<file path="src/rtl/counter_prescaler_if.sv">
// Handshake bundle between a tick-generator controller and counter_prescaler.
// The master drives run requests and the programmed period/burst; the slave returns strobes and status.
interface counter_prescaler_if #(
  parameter int WIDTH   = 8,
  parameter int BURST_W = 4
) ();
  logic               start;
  logic               stop;
  logic               continuous;
  logic [WIDTH-1:0]   period;
  logic [BURST_W-1:0] burst;
  logic               tick;
  logic               load;
  logic               busy;
  logic               done;
  logic [BURST_W-1:0] remaining;

  modport master (
    output start, stop, continuous, period, burst,
    input  tick, load, busy, done, remaining
  );

  modport slave (
    input  start, stop, continuous, period, burst,
    output tick, load, busy, done, remaining
  );
endinterface

</file>
<file path="src/rtl/counter_prescaler.sv">
// Programmable clock divider that produces tick strobes for a downstream counter enable.
// It runs continuously or for a fixed one-shot burst, and it pulses load once when a run starts.
module counter_prescaler #(
  parameter int WIDTH   = 8,
  parameter int BURST_W = 4
) (
  input  logic                clk,
  input  logic                rst,
  counter_prescaler_if.slave  bus
);

  typedef enum logic {IDLE, RUN} state_t;

  localparam logic [WIDTH-1:0]   DIV_ONE   = WIDTH'(1);
  localparam logic [BURST_W-1:0] BURST_ONE = BURST_W'(1);

  state_t             state;
  logic [WIDTH-1:0]   div;
  logic [WIDTH-1:0]   per;
  logic               mode;
  logic [BURST_W-1:0] rem;
  logic               tick_r;
  logic               load_r;
  logic               done_r;

  // A period of zero is treated as divide-by-one, so the reload value Peff-1 can never underflow.
  function automatic logic [WIDTH-1:0] eff_period(input logic [WIDTH-1:0] p);
    return (p == '0) ? DIV_ONE : p;
  endfunction

  always_ff @(posedge clk or posedge rst) begin
    if (rst) begin
      state  <= IDLE;
      div    <= '0;
      per    <= '0;
      mode   <= 1'b0;
      rem    <= '0;
      tick_r <= 1'b0;
      load_r <= 1'b0;
      done_r <= 1'b0;
    end else begin
      case (state)
        IDLE: begin
          tick_r <= 1'b0;
          done_r <= 1'b0;
          if (bus.start && !bus.stop && (bus.continuous || bus.burst != '0)) begin
            state  <= RUN;
            per    <= eff_period(bus.period);
            div    <= eff_period(bus.period) - DIV_ONE;
            load_r <= 1'b1;
            mode   <= bus.continuous;
            rem    <= bus.continuous ? '0 : bus.burst;
          end else begin
            load_r <= 1'b0;
          end
        end
        RUN: begin
          load_r <= 1'b0;
          // stop wins over a tick that is due on this same edge
          if (bus.stop) begin
            state  <= IDLE;
            tick_r <= 1'b0;
            done_r <= 1'b0;
            rem    <= '0;
            div    <= '0;
          end else if (div == '0) begin
            tick_r <= 1'b1;
            div    <= per - DIV_ONE;
            done_r <= 1'b0;
            if (!mode) begin
              rem <= rem - BURST_ONE;
              if (rem == BURST_ONE) begin
                state  <= IDLE;
                done_r <= 1'b1;
              end
            end
          end else begin
            tick_r <= 1'b0;
            done_r <= 1'b0;
            div    <= div - DIV_ONE;
          end
        end
        default: state <= IDLE;
      endcase
    end
  end

  assign bus.tick      = tick_r;
  assign bus.load      = load_r;
  assign bus.done      = done_r;
  assign bus.busy      = (state == RUN);
  assign bus.remaining = rem;

endmodule
</file>
<file path="src/flat_wrapper.sv">
// flat-port wrapper written by rule: the top's interface ports become plain ports
module counter_prescaler_flat 
#(
  parameter int WIDTH   = 8,
  parameter int BURST_W = 4
)
  (clk, rst, bus_start, bus_stop, bus_continuous, bus_period, bus_burst, bus_tick, bus_load, bus_busy, bus_done, bus_remaining);
  counter_prescaler_if #(.WIDTH(WIDTH), .BURST_W(BURST_W)) bus_i ();
  input  logic clk;
  input  logic rst;
  input wire logic [$bits(bus_i.start)-1:0] bus_start;
  input wire logic [$bits(bus_i.stop)-1:0] bus_stop;
  input wire logic [$bits(bus_i.continuous)-1:0] bus_continuous;
  input wire logic [$bits(bus_i.period)-1:0] bus_period;
  input wire logic [$bits(bus_i.burst)-1:0] bus_burst;
  output wire logic [$bits(bus_i.tick)-1:0] bus_tick;
  output wire logic [$bits(bus_i.load)-1:0] bus_load;
  output wire logic [$bits(bus_i.busy)-1:0] bus_busy;
  output wire logic [$bits(bus_i.done)-1:0] bus_done;
  output wire logic [$bits(bus_i.remaining)-1:0] bus_remaining;
  assign bus_i.start = bus_start;
  assign bus_i.stop = bus_stop;
  assign bus_i.continuous = bus_continuous;
  assign bus_i.period = bus_period;
  assign bus_i.burst = bus_burst;
  assign bus_tick = bus_i.tick;
  assign bus_load = bus_i.load;
  assign bus_busy = bus_i.busy;
  assign bus_done = bus_i.done;
  assign bus_remaining = bus_i.remaining;
  counter_prescaler #(.WIDTH(WIDTH), .BURST_W(BURST_W)) u_core (.clk(clk), .rst(rst), .bus(bus_i));
endmodule
</file>
<file path="config.mk">
export PLATFORM = sky130hd
export DESIGN_NAME = counter_prescaler_flat
export DESIGN_NICKNAME = d
export VERILOG_FILES = /design/src/rtl/counter_prescaler_if.sv /design/src/rtl/counter_prescaler.sv /design/src/flat_wrapper.sv
export SDC_FILE = /design/constraint.sdc
export NUM_CORES = 1
export LEC_CHECK = 0
export BUFFER_PORTS_ARGS = -buffer_cell sky130_fd_sc_hd__buf_2
export CAP_MARGIN = 10
export CORE_MARGIN = 3
export CORE_UTILIZATION = 35
export DETAILED_ROUTE_END_ITERATION = 12
export GPL_TIMING_DRIVEN = 0
export PLACE_DENSITY_LB_ADDON = 0.1
export SKIP_CTS_REPAIR_TIMING = 1
export SLEW_MARGIN = 5
export SYNTH_ARGS = -nofsm -noshare
export SYNTH_HDL_FRONTEND = slang
export SYNTH_SLANG_ARGS = --single-unit
</file>
<file path="constraint.sdc">
create_clock -name clk -period 4.6 [get_ports clk]
set_input_delay 0.92 -clock clk [delete_from_list [all_inputs] [get_ports clk]]
set_output_delay 0.92 -clock clk [all_outputs]
set_load 0.05 [all_outputs]
</file>
# Yosys cells after proc, flatten, opt, wreduce, memory -nomap -nowiden
# Index checks and enable logic that the tools add are counted.
# op_classes
shift	0
mul	0
div	0
addsub	4
bitwise	1
n_reduce_logical	9
n_eq_ne	4
magnitude_cmp	0
mux	26
# ops
operator	n
$mux 8	4
$sub 8x1->8 const B	3
$mux 4	5
$logic_not 8->1	2
$pmux 8 s2	1
$mux 1	11
$pmux 1 s2	4
$pmux 4 s2	1
$ne 3x3->1 const B	2
$eq 4x1->1 const B	1
$reduce_bool 4->1	1
$sub 4x1->4 const B	1
$reduce_and 3->1	1
$logic_and 1x1->1	2
$ne 2x1->1 const B	1
$reduce_and 2->1	1
$logic_not 1->1	1
$logic_or 1x1->1	1
$not 1->1	1
# totals
mem_bits_ro	0
mem_bits_rw	0
in_bits	17
memories	0
out_inout_bits	8
elab_cells	52
regBits	25
latchBits	0

# Longest topological paths before layout
# Gate-level depths: netlist of the first run.
# logic_depth
depth_word	6
ltp_mapped	9
depth_no_buf	8

# Least setup slack after synthesis of the first run
# Ideal clock, no wire load.
# synth_path
path_type	input port to flip-flop
start	input bus_period[3]
end	register u_core.div[2]
path_stages	7
required_ns	4.460
setup_ns	0.140
slack_ns	2.170
arrival_time_ns	2.290
path_cell_list	nor3_1 a31oi_1 ha_1 xnor2_1 a21oi_1 a2111oi_0 a211oi_1
# synth_between
elab_chain_cells	5
# synth_lines
item	line	source
start, declared	flat_wrapper.sv:14	input wire logic [$bits(bus_i.period)-1:0] bus_period;
$logic_not 8->1	counter_prescaler.sv:28	return (p == '0) ? DIV_ONE : p;
$mux 8	counter_prescaler.sv:28	
$sub 8x1->8	counter_prescaler.sv:49	div <= eff_period(bus.period) - DIV_ONE;
$mux 8	counter_prescaler.sv:46	if (bus.start && !bus.stop && (bus.continuous || bus.burst != '0)) begin
$pmux 8 s2	counter_prescaler.sv:42	case (state)
end signal, assigned	counter_prescaler.sv:49	
end signal, assigned	counter_prescaler.sv:68	div <= per - DIV_ONE;
end signal, assigned	counter_prescaler.sv:80	div <= div - DIV_ONE;
end, declared	counter_prescaler.sv:18	logic [WIDTH-1:0] div;
# No other way between the ends. The select of a mux whose other input is x is not followed.
# A chain may end at the register's enable or synchronous reset.

# Worst setup path in the final report of the first run
# layout_path
start	register u_core.div[6]
end	register u_core.div[6]
# layout_between
elab_chain_cells	4
word_cells_on_any_way	5
classes_between	1 x add/sub; 3 x mux; 1 x reduce/logical
# layout_lines
item	line	source
$sub 8x1->8 / $logic_not 8->1 (equally long branches)	counter_prescaler.sv:80, counter_prescaler.sv:66	
$mux 8 *	counter_prescaler.sv:66	end else if (div == '0) begin
$mux 8 *	counter_prescaler.sv:60	if (bus.stop) begin
$pmux 8 s2 *	counter_prescaler.sv:42	
# Mark *: on every way between the ends. The rest lies on a longest branch, timed or not.

==> impl.org, run 1 <==
** Status
- Result of the run :: finished, final reports clean

** CTS
- TritonCTS Buffers :: 3
- TritonCTS built the clock tree.
- CTS built an H-tree with a depth of 1.
- After clock tree synthesis, the clock-pin slew on the worst setup and hold paths is around 0.09 ns.
- Clock tree synthesis found a total of 25 sinks.
- Clock latency on the worst-skew pair, taken at its later pin, is 0.27 ns.
- Counting along the longest clock path gives a buffer depth of 2.
- Root buffer cell :: sky130_fd_sc_hd__clkbuf_8

** Place
- PortBufs :: 24
- Final RePlAce weighted congestion :: approximately 0.9
- Detailed placement finished with a half-perimeter wire length of roughly 3400 µm.

** Floorplan
- In this run the count of I/O pins placed on the die edge is 25.
- Row Count :: 24
- Die Span X :: approximately 74 µm
- Area of the die :: around 5400 µm²
- Initial core utilization :: around 37%
- The die is 73.73 µm tall.
- The region available for standard cell placement spans about 4400 µm².

** Drt
- Detail-routed net length per standard cell :: approximately 17 µm
- The final route contains around 1,500 vias.
- The first routing iteration left 89 violations.
- Sum of routed wire length over all layers :: roughly 4400 µm
- The first TritonRoute pass finished after 4 iterations.
- Number of nets with antenna violations after detailed routing :: 0
- Via/cell ratio :: around 6
- Detailed-route DRC error count :: 0

** Pwr
- Dividing total power by cell area gives a power density of ~440 nW/µm².
- Worst vdd ir :: approximately 0.2 mV
- Sum of internal, switching and leakage power :: around 0.81 mW
- In this run the static leakage power is between 0.7 and 0.8 nW.

** Logic synthesis
- Counting distinct cell types in the post-synthesis netlist gives roughly 50.
- Ys Warns :: 0
- By count the netlist is led by 25 x sky130_fd_sc_hd__dfrtp_1, 17 x sky130_fd_sc_hd__nor2_1, 16 x sky130_fd_sc_hd__a21oi_1.
- Top post-synthesis cells by area :: sky130_fd_sc_hd__dfrtp_1 39%, sky130_fd_sc_hd__mux2_4 5.6%, sky130_fd_sc_hd__a21oi_1 5.0%
- Cell area after synthesis :: 1605 µm²
- Among all flip-flop cells after synthesis, the most frequent one is sky130_fd_sc_hd__dfrtp_1.
- Total of flip-flops plus latches after synthesis :: 25
- Synthesis produced a netlist with a net count of between 150 and 200.
- Synth async-reset ratio :: 100.0%
- Dividing the synthesized area by the synthesized cell count gives between 9 and 10 µm².
- Sequential element share of the synthesized area :: about two fifths
- Number of enable flip-flop cells after synthesis :: 0
- The synthesized design devotes to its leading area cell type a little under 40% of total area.
- Area leader, netlist :: sky130_fd_sc_hd__dfrtp_1
- Most frequently used cell type in the post-synthesis netlist :: sky130_fd_sc_hd__dfrtp_1
- The cell count after synthesis came out at roughly 170.

** Global routing
- Vias in the first global route :: roughly 1,400
- Entering global routing, the biggest net connects 26 pins.
- For met1 alone, demand over resource in global routing was between 20 and 25%.
- In the global route stage, overall resource usage came out at 16.81%.
- Global routing finished with a remaining overflow of 0.
- Wire length of the first global-routing pass :: slightly below 7000 µm
- In the global route stage, met3 resource usage came out at between 2 and 3%.
- Highest-utilization routing layer at the global route stage :: met2
- Number of antenna violations at the first check in global routing :: 0
- Global routing used 25.10% of the available met2 tracks.

** Worst setup path
- At the worst endpoint, the required time is 4.82 ns.
- Maximum fanout count along the critical path :: 10
- In this run the critical register-to-register path is captured at u_core.div[6].
- Data arrives at the worst endpoint at between 2 and 3 ns.
- The worst register-to-register path has a setup slack of 1.98 ns.
- Launch point of the critical path :: u_core.div[6]
- Crit path capture type :: flip-flop
- The worst register-to-register path begins at u_core.div[6].
- The worst setup path is launched from a flip-flop.
- Counting cells, the worst reg-to-reg path comes to 9.
- Worst setup path category :: reg -> reg

** STA
- Setup TNS Final :: 0 ns
- Transition time of the tightest slew-check pin :: between 0.9 and 1 ns
- Top achievable clock speed :: approximately 380 MHz
- Min cycle time layout :: approximately 2.6 ns
- Count of final hold-check violations :: 0
- Unrepaired setup endpoints after global routing :: no
- Worst-case clock skew :: between 0.01 and 0.015 ns
- Dividing the final minimum period by the clock period gives between 50% and 60%.
- Count of final setup violators :: 0
- Final Max Slew Viols :: 0
- The worst pin sits at a relative slew slack of between 30% and 40%.

** Hold path
- Origin of the worst min-delay path :: u_core.bus.remaining[2]
- Along the worst hold path, the cell count comes to 2.
- The tightest min-delay check is of the reg -> reg type.
- Hold worst-path end :: u_core.bus.remaining[2]

** Finish
- For this run, the post-layout net count is 221.
- Antenna fix cells :: 0
- Layout cells sized above 1 :: a little under a quarter
- Counting the fill cells in the layout gives 440.
- From synthesis to final layout, the design area changed by 14.34%.

** Job
- The tool flagged a number of max-cap violations equal to 0.
==> per-stage QoR <==
| stage | setup slack [ns] | utilization [%] | instance area, µm² | std cells | hold WS (ns) |
|---|---|---|---|---|---|
| finish | 1.982 | 41.87 | 1836 | 251 | 0.5348 |
| global route | 1.821 | 41.87 | 1836 | 251 | 0.5598 |
| CTS | 2.006 | 41.87 | 1836 | 251 | 0.5424 |
| detailed placement | 1.706 | 40.84 | 1790 | 247 | 0.5198 |
| global placement | 1.794 | 40.84 | 1790 | 247 | 0.5097 |
| floorplan | 2.170 | - | 1605 | 171 | 0.4971 |
==> per-layer routing <==
layer | routed length [µm] | part of all wire (%) | vias to the layer above
met5 | 0 | 0 | -
met4 | 33 | 0.75 | 0
met3 | 260 | 5.9 | 4
met2 | 2018 | 46 | 41
met1 | 2064 | 47 | 727
li1 | - | - | 710
==> cell type report <==
| class | count | area (µm²) | area share, % |
|---|---|---|---|
| flip-flops and latches | 25 | 625.6 | 34.08 |
| plain buffers | 4 | 23.77 | 1.295 |
| repair buffers | 24 | 120.1 | 6.544 |
| multi-input cells | 132 | 918.4 | 50.03 |
| inverters | 10 | 37.54 | 2.045 |
| clock buffers | 4 | 45.04 | 2.454 |
| well taps | 52 | 65.06 | 3.545 |
==> critical path: stages, from the launching register on <==
cell                       delay, ns
sky130_fd_sc_hd__dfrtp_1        0.44
sky130_fd_sc_hd__or4_4          0.58
sky130_fd_sc_hd__nor2_2         0.29
sky130_fd_sc_hd__a21oi_1        0.14
sky130_fd_sc_hd__ha_1           0.20
sky130_fd_sc_hd__clkbuf_1       0.24
sky130_fd_sc_hd__nand2_1        0.13
sky130_fd_sc_hd__nand3_1        0.07
sky130_fd_sc_hd__or3_1          0.37
sky130_fd_sc_hd__nand3_1        0.08
==> how the worst max path moves through the flow <==
stage	endpoint	slack [ns]	depth (start not counted)
floorplan	u_core.div[2]	2.17	7
detailed placement	u_core.div[2]	1.71	8
finish	u_core.div[6]	1.98	9
global route	u_core.div[2]	1.82	8
global placement	u_core.div[2]	1.79	8
CTS	u_core.div[6]	2.01	9
==> sequential cells by signal, indices dropped and copies added (netlist names) <==
register,count
u_core.bus.done,1
u_core.div,8
u_core.bus.load,1
u_core.bus.remaining,4
u_core.per,8
u_core.bus.tick,1
u_core.mode,1
u_core.bus.busy,1
==> cell usage in the layout (no fill, tap or decap), drive strengths merged, types with 3 or more instances in the layout <==
cell / count
or4: 4
inv: 10
xnor2: 3
a21oi: 16
nor3: 9
clkbuf: 6
o22ai: 5
nand2: 8
a32oi: 3
ha: 4
nor4: 4
or3: 3
mux2: 9
buf: 26
dfrtp: 25
nor2: 19
o21ai: 9
a211oi: 4
nand3: 8
==> power by group <==
| part | switching, mW | internal (mW) |
|---|---|---|
| sequential | 0.0730 | 0.269 |
| clock | 0.0718 | 0.0620 |
| combinational | 0.202 | 0.128 |
==> cells by family (layout without fill, tap and decap cells) <==
kind of cell | after synthesis | in the layout | synth area share, %
xor+xnor | 4 | 4 | 2.183
mux | 10 | 10 | 8.340
compound gates | 54 | 54 | 23.54
simple gates | 60 | 60 | 20.03
flops | 25 | 25 | 38.97
buf+inv | 14 | 42 | 3.819
fa+ha+maj | 4 | 4 | 3.118
No activity file was read; power rests on OpenSTA's default activity.
==> run 2: changes to the inputs <==
- clock period: 4.6 -> 2.4 ns (I/O delays scaled with it)
==> run 2 against run 1 <==
Against the previous run: combinational power up 98%; final cell count decreased by 0.40%; fmax rose by 14%; sequential share of layout area shrank 0.25 points; setup slack lost 1.9 ns; non-clock buffer count is 1 lower; clock-buffer cell count stayed put.
==> impl.org, run 2 (synthesis results as in run 1) <==
** Worst setup path
- Stage delay of the slowest cell on the critical path :: 0.58 ns (about the same)
- The largest individual stage delay along the critical path comes from the cell sky130_fd_sc_hd__or4_4.
- Critical R2R Capture :: u_core.div[6]
- Among the stages of the critical path, the cell type that occurs most often is sky130_fd_sc_hd__nand3_1.
- CP arrival :: 2.51 ns (-0.32 ns)
- The worst setup path is captured at a flip-flop.
- Origin of the critical flop-to-flop path :: u_core.div[1]
- Critical path cell sequence :: or4_4 -> nor2_4 -> a21oi_1 -> ha_4 -> nand2_1 -> nand3_1 -> or3_1 -> nand3_1
- Setup slack, reg-to-reg :: 0.10 ns (-1.88 ns)
- Cell class contributing the biggest share of worst-path delay :: simple AND/OR/NAND/NOR gates
- The critical path is of the reg -> reg type.
- Critical path startpoint category :: flip-flop
- Maximum fanout count along the critical path :: 10 (unchanged)
- Required @ worst endpoint :: 2.62 ns (-2.20 ns)
- Path depth of the worst reg2reg path :: 8 (-1)
- Number of buffers and inverters on the critical path :: 0 (-1)

** STA
- Unrepaired setup endpoints after global routing :: no
- The count of final setup violators is 0 (unchanged).
- The number of pins with negative max-slew slack in the final report came to 0 (unchanged).
- The worst setup slack after layout was 0.1036 ns (-1.878 ns).
- The final clock period utilization by the worst path was 95.68% (+39 points).
- The worst clock skew is 0.008101 ns (-0.002864 ns).
- Setup TNS Final :: 0 ns (unchanged)
- The minimum clock period is 2.296 ns (-0.3217 ns).
- Count of final hold-check violations :: 0 (unchanged)
- Top achievable clock speed :: 435.5 MHz (+14%)
- Worst Hold Margin :: 0.4272 ns (-0.1076 ns)
- Slew headroom :: 33.42% (-0.91 points)
- The transition time at the pin with the least slew margin is 0.9976 ns (+0.01359 ns).

** Job
- The max-cap check violation count was 0 (unchanged).

** Pwr
- Reported net switching power :: 0.6761 mW (+95%)
- The part of the power in registers is 41.9% (-0.5 points).
- Net switching share of the total power :: 43.09% (about the same)
- Worst vdd ir :: 0.3908 mV (+93%)
- Sum of internal, switching and leakage power :: 1.569 mW (+95%)
- The static leakage came to 0.7717 nW (about the same).
- Power per standard cell area :: 848.6 nW/µm² (+93%)
- The cell-internal power was 0.8931 mW (+95%).
- Proportion of power drawn by combinational gates :: 41.7% (+0.7 points)
- Clock network power share :: 16.4% (-0.2 points)

** Finish
- Design Area, Final :: 1849 µm² (+0.75%)
- Most used cells in the layout excluding fill and tap cells :: 25 x sky130_fd_sc_hd__buf_2, 25 x sky130_fd_sc_hd__dfrtp_1, 17 x sky130_fd_sc_hd__nor2_1
- Utilization after layout :: 42.18% (+0.31 points)
- The fraction of final layout cells sized beyond drive strength 1 was 23.74% (+0.62 points).
- Area growth, synth to finish :: 15.20%
- Layout net count :: 220 (-0.45%)
- The filler-free cell count of the finished design was 250 (-0.40%).
- The number of antenna repair diodes is 0 (unchanged).

** Global routing
- Number of antenna violations at the first check in global routing :: 0 (unchanged)
- Vias in the first global route :: 1,366 (unchanged)
- Wire length of the first global-routing pass :: 6934 µm (unchanged)
- The maximum number of pins on one net before global-route repair was 26 (unchanged).
- The total routing resource utilization after global routing was 16.81% (unchanged).
- The final global-route overflow total came to 0 (unchanged).

** Drt
- Via/cell ratio :: 5.868 (-0.62%)
- Drt pass-1 iters :: 4 (unchanged)
- Number of nets with antenna violations after detailed routing :: 0 (unchanged)
- The initial detailed-routing violation count came to 79 (-11%).
- The average detailed-routed wire length per instance came to 17.53 µm (+0.51%).
- Routed via count :: 1,467 (-1.0%)
- The final routed DRC violation total is 0 (unchanged).
- The total wire length came to 4382 µm (+0.11%).
- The met1 wire length is 2109 µm (+2.2%).
- Met2 Routed Length :: 2024 µm (+0.30%)
- Highest metal used :: met4
- The detailed route wirelength on metal3 was 215 µm (-17%).

** Floorplan
- The x dimension of the die is 73.73 µm (unchanged).
- The die footprint is 5435 µm² (unchanged).
- Initial core utilization :: 36.62% (unchanged)
- The number of rows created at floorplan was 24 (unchanged).
- The count of pins on the block boundary came to 25 (unchanged).
- The floorplan core area is 4384 µm² (unchanged).
- Die Height :: 73.73 µm (unchanged)

** CTS
- The number of clock sinks came to 25 (unchanged).
- TritonCTS built the clock tree.
- Root buffer cell :: sky130_fd_sc_hd__clkbuf_8
- Worst skew pair latency :: 0.27 ns (about the same)
- The number of buffers created by CTS came to 3 (unchanged).
- The clock transition at the register clock pins on the worst setup and hold paths after CTS came to 0.09 ns (about the same).
- Buffer levels on the longest clock path :: 2 (unchanged)
- The number of levels the H-tree was split into came to 1 (unchanged).

** Place
- The total cell area at the placement stage came to 1790 µm² (unchanged).
- The routability-driven placement congestion ratio is 0.8763 (unchanged).
- PortBufs :: 24 (unchanged)
- The cell count after placement is 247 (unchanged).
- The detailed placement HPWL came to 3363 µm (unchanged).
- Worst setup slack before clock tree synthesis :: -0.1678 ns (-1.874 ns)

** Hold path
- In this run the worst hold path is classified as in -> async.

** Status
- The flow ran to the end, and the final reports show no timing, DRC or antenna violations.
-- run 2: cell count changes in the layout (fill, tap and decap cells not counted), sizes merged --
| cell | delta |
|---|---|
| clkbuf | -1 |
-- run 2: cell type report --
cell class | instances | area (µm²)
inverters | 10 | 37.54
multi-input cells | 132 | 935.9
repair buffers | 24 | 120.1
flip-flops and latches | 25 | 625.6
plain buffers | 3 | 20.02
fillers | 439 | 2535
clock buffers | 4 | 45.04
well taps | 52 | 65.06
-- run 2: worst max-delay path by stage --
stage	start	to	slack, ns	cells past startpoint
6_report	u_core.div[1]	u_core.div[6]	0.10	8
2_1_floorplan	u_core.div[6]	u_core.div[6]	0.15	9
4_1_cts	u_core.div[1]	u_core.div[6]	-0.19	9
5_1_grt	u_core.div[6]	u_core.div[6]	0.02	8
3_3_place_gp	u_core.div[1]	u_core.div[6]	-0.16	9
3_5_place_dp	u_core.div[1]	u_core.div[6]	-0.17	9
-- run 2: power by group through the flow --
stage,sequential [mW],combinational (mW),clock [mW]
final,0.657,0.654,0.258
after global routing,0.667,0.717,0.281
after CTS,0.649,0.630,0.268
after detailed placement,0.657,0.628,0
after global placement,0.656,0.624,0
after floorplan,0.694,0.411,0
-- run 2: layer usage --
layer / vias up / global-route usage (%)
li1: 706 / -
met5: - / 0
met3: 4 / 2.873
met1: 713 / 24.87
met4: 0 / 4.427
met2: 44 / 25.10
-- run 2: worst register-to-register path, delay by kind of cell (launching register included) --
family | cells | cell delay, ns
adders and majority gates | 1 | 0.23
DFF | 1 | 0.47
AOI/OAI and AO/OA | 1 | 0.15
and+or+nand+nor | 6 | 1.42
==> run 3: changes to the inputs <==
- CTS_BUF_LIST: default -> sky130_fd_sc_hd__clkbuf_4
==> run 3 against run 2 <==
Against the previous run: worst hold slack worse by 0.068 ns; setup slack lost 0.0017 ns; combinational power rose by 0.6%; final cell count did not move; final area fell by 0.68%; sequential power is essentially flat.
==> impl.org, run 3 (synthesis results as in run 1) <==
** CTS
- CTS placed an instance of sky130_fd_sc_hd__clkbuf_4 at the clock tree root.
- TritonCTS built the clock tree.
- Clock sinks :: 25 (unchanged)
- H-tree levels :: 1 (unchanged)
- Buffer levels on the longest clock path :: 2 (unchanged)
- Worst skew pair latency :: 0.33 ns (+0.06 ns)
- The number of buffers created by CTS was 3 (unchanged).
- The clock transition at the register clock pins on the worst setup and hold paths after CTS came to 0.15 ns (+0.06 ns).

** Worst setup path
- Crit path capture type :: flip-flop
- The data arrival time of the critical path was 2.58 ns (+0.07 ns).
- Critical path startpoint category :: flip-flop
- The delay of the slowest cell on the worst path is 0.58 ns (about the same).
- The minimum setup slack among reg-to-reg paths came to 0.10 ns (about the same).
- Required @ worst endpoint :: 2.68 ns (+0.06 ns)
- The worst register-to-register path begins at u_core.div[6].
- Launch point of the critical path :: u_core.div[6]
- The largest individual stage delay along the critical path comes from the cell sky130_fd_sc_hd__or4_4.
- Critical path's most frequent cell :: sky130_fd_sc_hd__nand3_1
- Critical path cell sequence :: or4_4 -> nor2_4 -> a21oi_1 -> ha_4 -> nand2_1 -> nand3_1 -> or3_1 -> nand3_1
- Worst setup path category :: reg -> reg
- Maximum fanout count along the critical path :: 10 (unchanged)

** Pwr
- Leakage power :: 0.7649 nW (-0.89%)
- The worst-case vdd ir drop came to 0.4180 mV (+7.0%).
- Power per standard cell area :: 830.8 nW/µm² (-2.1%)
- The relative contribution of combinational cells to total power came to 43.1% (+1.4 points).
- Internal power :: 0.8524 mW (-4.6%)
- Net switching share of the total power :: 44.14% (+1.1 points)
- The clock network fraction of total power was 13.8% (-2.6 points).
- The part of the power in registers came to 43.1% (+1.2 points).
- Reported net switching power :: 0.6737 mW (-0.37%)

** Global routing
- GR Layer Usage met3 :: 2.873% (unchanged)
- The total routing resource utilization after global routing came to 16.73% (-0.085 points).
- Number of antenna violations at the first check in global routing :: 0 (unchanged)
- GRT met1 Usage :: 25.04% (+0.17 points)
- The maximum number of pins on one net before global-route repair is 26 (unchanged).
- The wire length of the first global-routing pass was 6927 µm (-0.10%).
- Met2 layer usage reported by global route :: 24.70% (-0.39 points)
- Highest-utilization routing layer at the global route stage :: met1
- The number of global-route vias before repair was 1,364 (-0.15%).
- The final global-route overflow total was 0 (unchanged).

** Finish
- Design Area, Final :: 1837 µm² (-0.68%)
- Most used cells in the layout excluding fill and tap cells :: 25 x sky130_fd_sc_hd__buf_2, 23 x sky130_fd_sc_hd__dfrtp_1, 17 x sky130_fd_sc_hd__nor2_1
- The fraction of final layout cells sized beyond drive strength 1 is 25.25% (+1.5 points).
- The post-layout net count is 220 (unchanged).
- The number of filler cells placed in the layout was 438 (-0.23%).
- Leaving out fill and tap cells, the most frequent cell in the layout is sky130_fd_sc_hd__buf_2.
- Antenna fix cells :: 0 (unchanged)
- Relative to the synthesized area, the layout overhead comes to 14.42%.

** STA
- Final Max Slew Viols :: 0 (unchanged)
- The worst clock skew came to 0.01730 ns (+0.009203 ns).
- The count of final setup violators was 0 (unchanged).
- The transition time at the pin with the least slew margin was 0.9987 ns (+0.001170 ns).
- Crit share post-route :: 95.75% (about the same)
- The highest clock rate is 435.1 MHz (about the same).
- Slew headroom :: 33.35% (-0.078 points)
- The final total negative setup slack is 0 ns (unchanged).
- Unrepaired setup endpoints after global routing :: no
- The number of failing hold endpoints at the final stage was 0 (unchanged).
- Min cycle time layout :: 2.298 ns (+0.001695 ns)

** Drt
- The antenna violation net count after detailed routing is 0 (unchanged).
- The average vias per placed instance came to 5.944 (+1.3%).
- Sum of routed wire length over all layers :: 4399 µm (+0.39%)
- The initial detailed-routing violation count was 117 (+48%).
- The average detailed-routed wire length per instance was 17.60 µm (+0.39%).
- The final routed DRC violation total came to 0 (unchanged).
- Routed via count :: 1,486 (+1.3%)
- The detailed-routing iteration count for the pre-antenna-repair pass came to 4 (unchanged).

** Place
- Placed Area :: 1790 µm² (unchanged)
- Half-perimeter wire length after placement :: 3363 µm (unchanged)
- The routability-driven placement congestion ratio is 0.8763 (unchanged).
- The number of port buffers was 24 (unchanged).

** Floorplan
- Die Span X :: 73.73 µm (unchanged)
- Die Height :: 73.73 µm (unchanged)
- Row Count :: 24 (unchanged)
- The die footprint is 5435 µm² (unchanged).
- The floorplan core area is 4384 µm² (unchanged).
- Number of top-level design ports :: 25 (unchanged)
- The starting density of the core is 36.62% (unchanged).

** Status
- Result of the run :: finished, final reports clean

** Hold path
- In this run the worst hold path is classified as in -> async.

** Job
- Maximum capacitance violations :: 0 (unchanged)
-- run 3: layer usage --
layer,wire length [µm],share of wire [%]
met4,37,0.84
met3,240,5.5
met1,2071,47
met5,0,0
met2,2050,47
-- run 3: final timing paths --
check                                                to  depth (start not counted)
worst max-delay path                      u_core.div[6]                          8
worst min-delay path                      u_core.div[7]                          2
worst max register to register            u_core.div[6]                          8
worst min register to register  u_core.bus.remaining[2]                          2
max in group asynchronous                 u_core.div[1]                          2
min in group clk                          u_core.per[7]                          2
-- run 3: final cells by class --
type	count	area, µm²	area share, %
multi-input combinational	132	935.9	50.95
sequential	25	628.1	34.20
buffer	3	20.02	1.090
inverter	10	37.54	2.044
clock buffer	4	30.03	1.635
timing repair buffer	24	120.1	6.540
tap	52	65.06	3.542
-- run 3: metrics by stage --
stage | setup WS (ns) | hold WS (ns) | utilization, % | std cells | power [mW]
2_1_floorplan | 0.1531 | 0.4971 | - | 171 | 1.106
3_5_place_dp | -0.1678 | 0.5198 | 40.84 | 247 | 1.285
3_3_place_gp | -0.1629 | 0.5097 | 40.84 | 247 | 1.280
6_report | 0.1019 | 0.3590 | 41.89 | 250 | 1.526
5_1_grt | 0.02787 | 0.3974 | 41.89 | 250 | 1.619
4_1_cts | -0.2010 | 0.3929 | 41.52 | 251 | 1.497
-- run 3: power by group through the flow --
| stage | combinational, mW | clock, mW | sequential [mW] |
|---|---|---|---|
| 2_1_floorplan | 0.411 | 0 | 0.694 |
| 3_3_place_gp | 0.624 | 0 | 0.656 |
| 3_5_place_dp | 0.628 | 0 | 0.657 |
| 4_1_cts | 0.630 | 0.218 | 0.649 |
| 5_1_grt | 0.718 | 0.233 | 0.668 |
| 6_report | 0.658 | 0.211 | 0.657 |
-- run 3: worst max-delay path, delay by kind of cell (launching register included) --
family / cells / cell delay (ns)
AOI/OAI and AO/OA: 1 / 0.15
adders and majority gates: 1 / 0.23
DFF: 1 / 0.47
and+or+nand+nor: 6 / 1.39
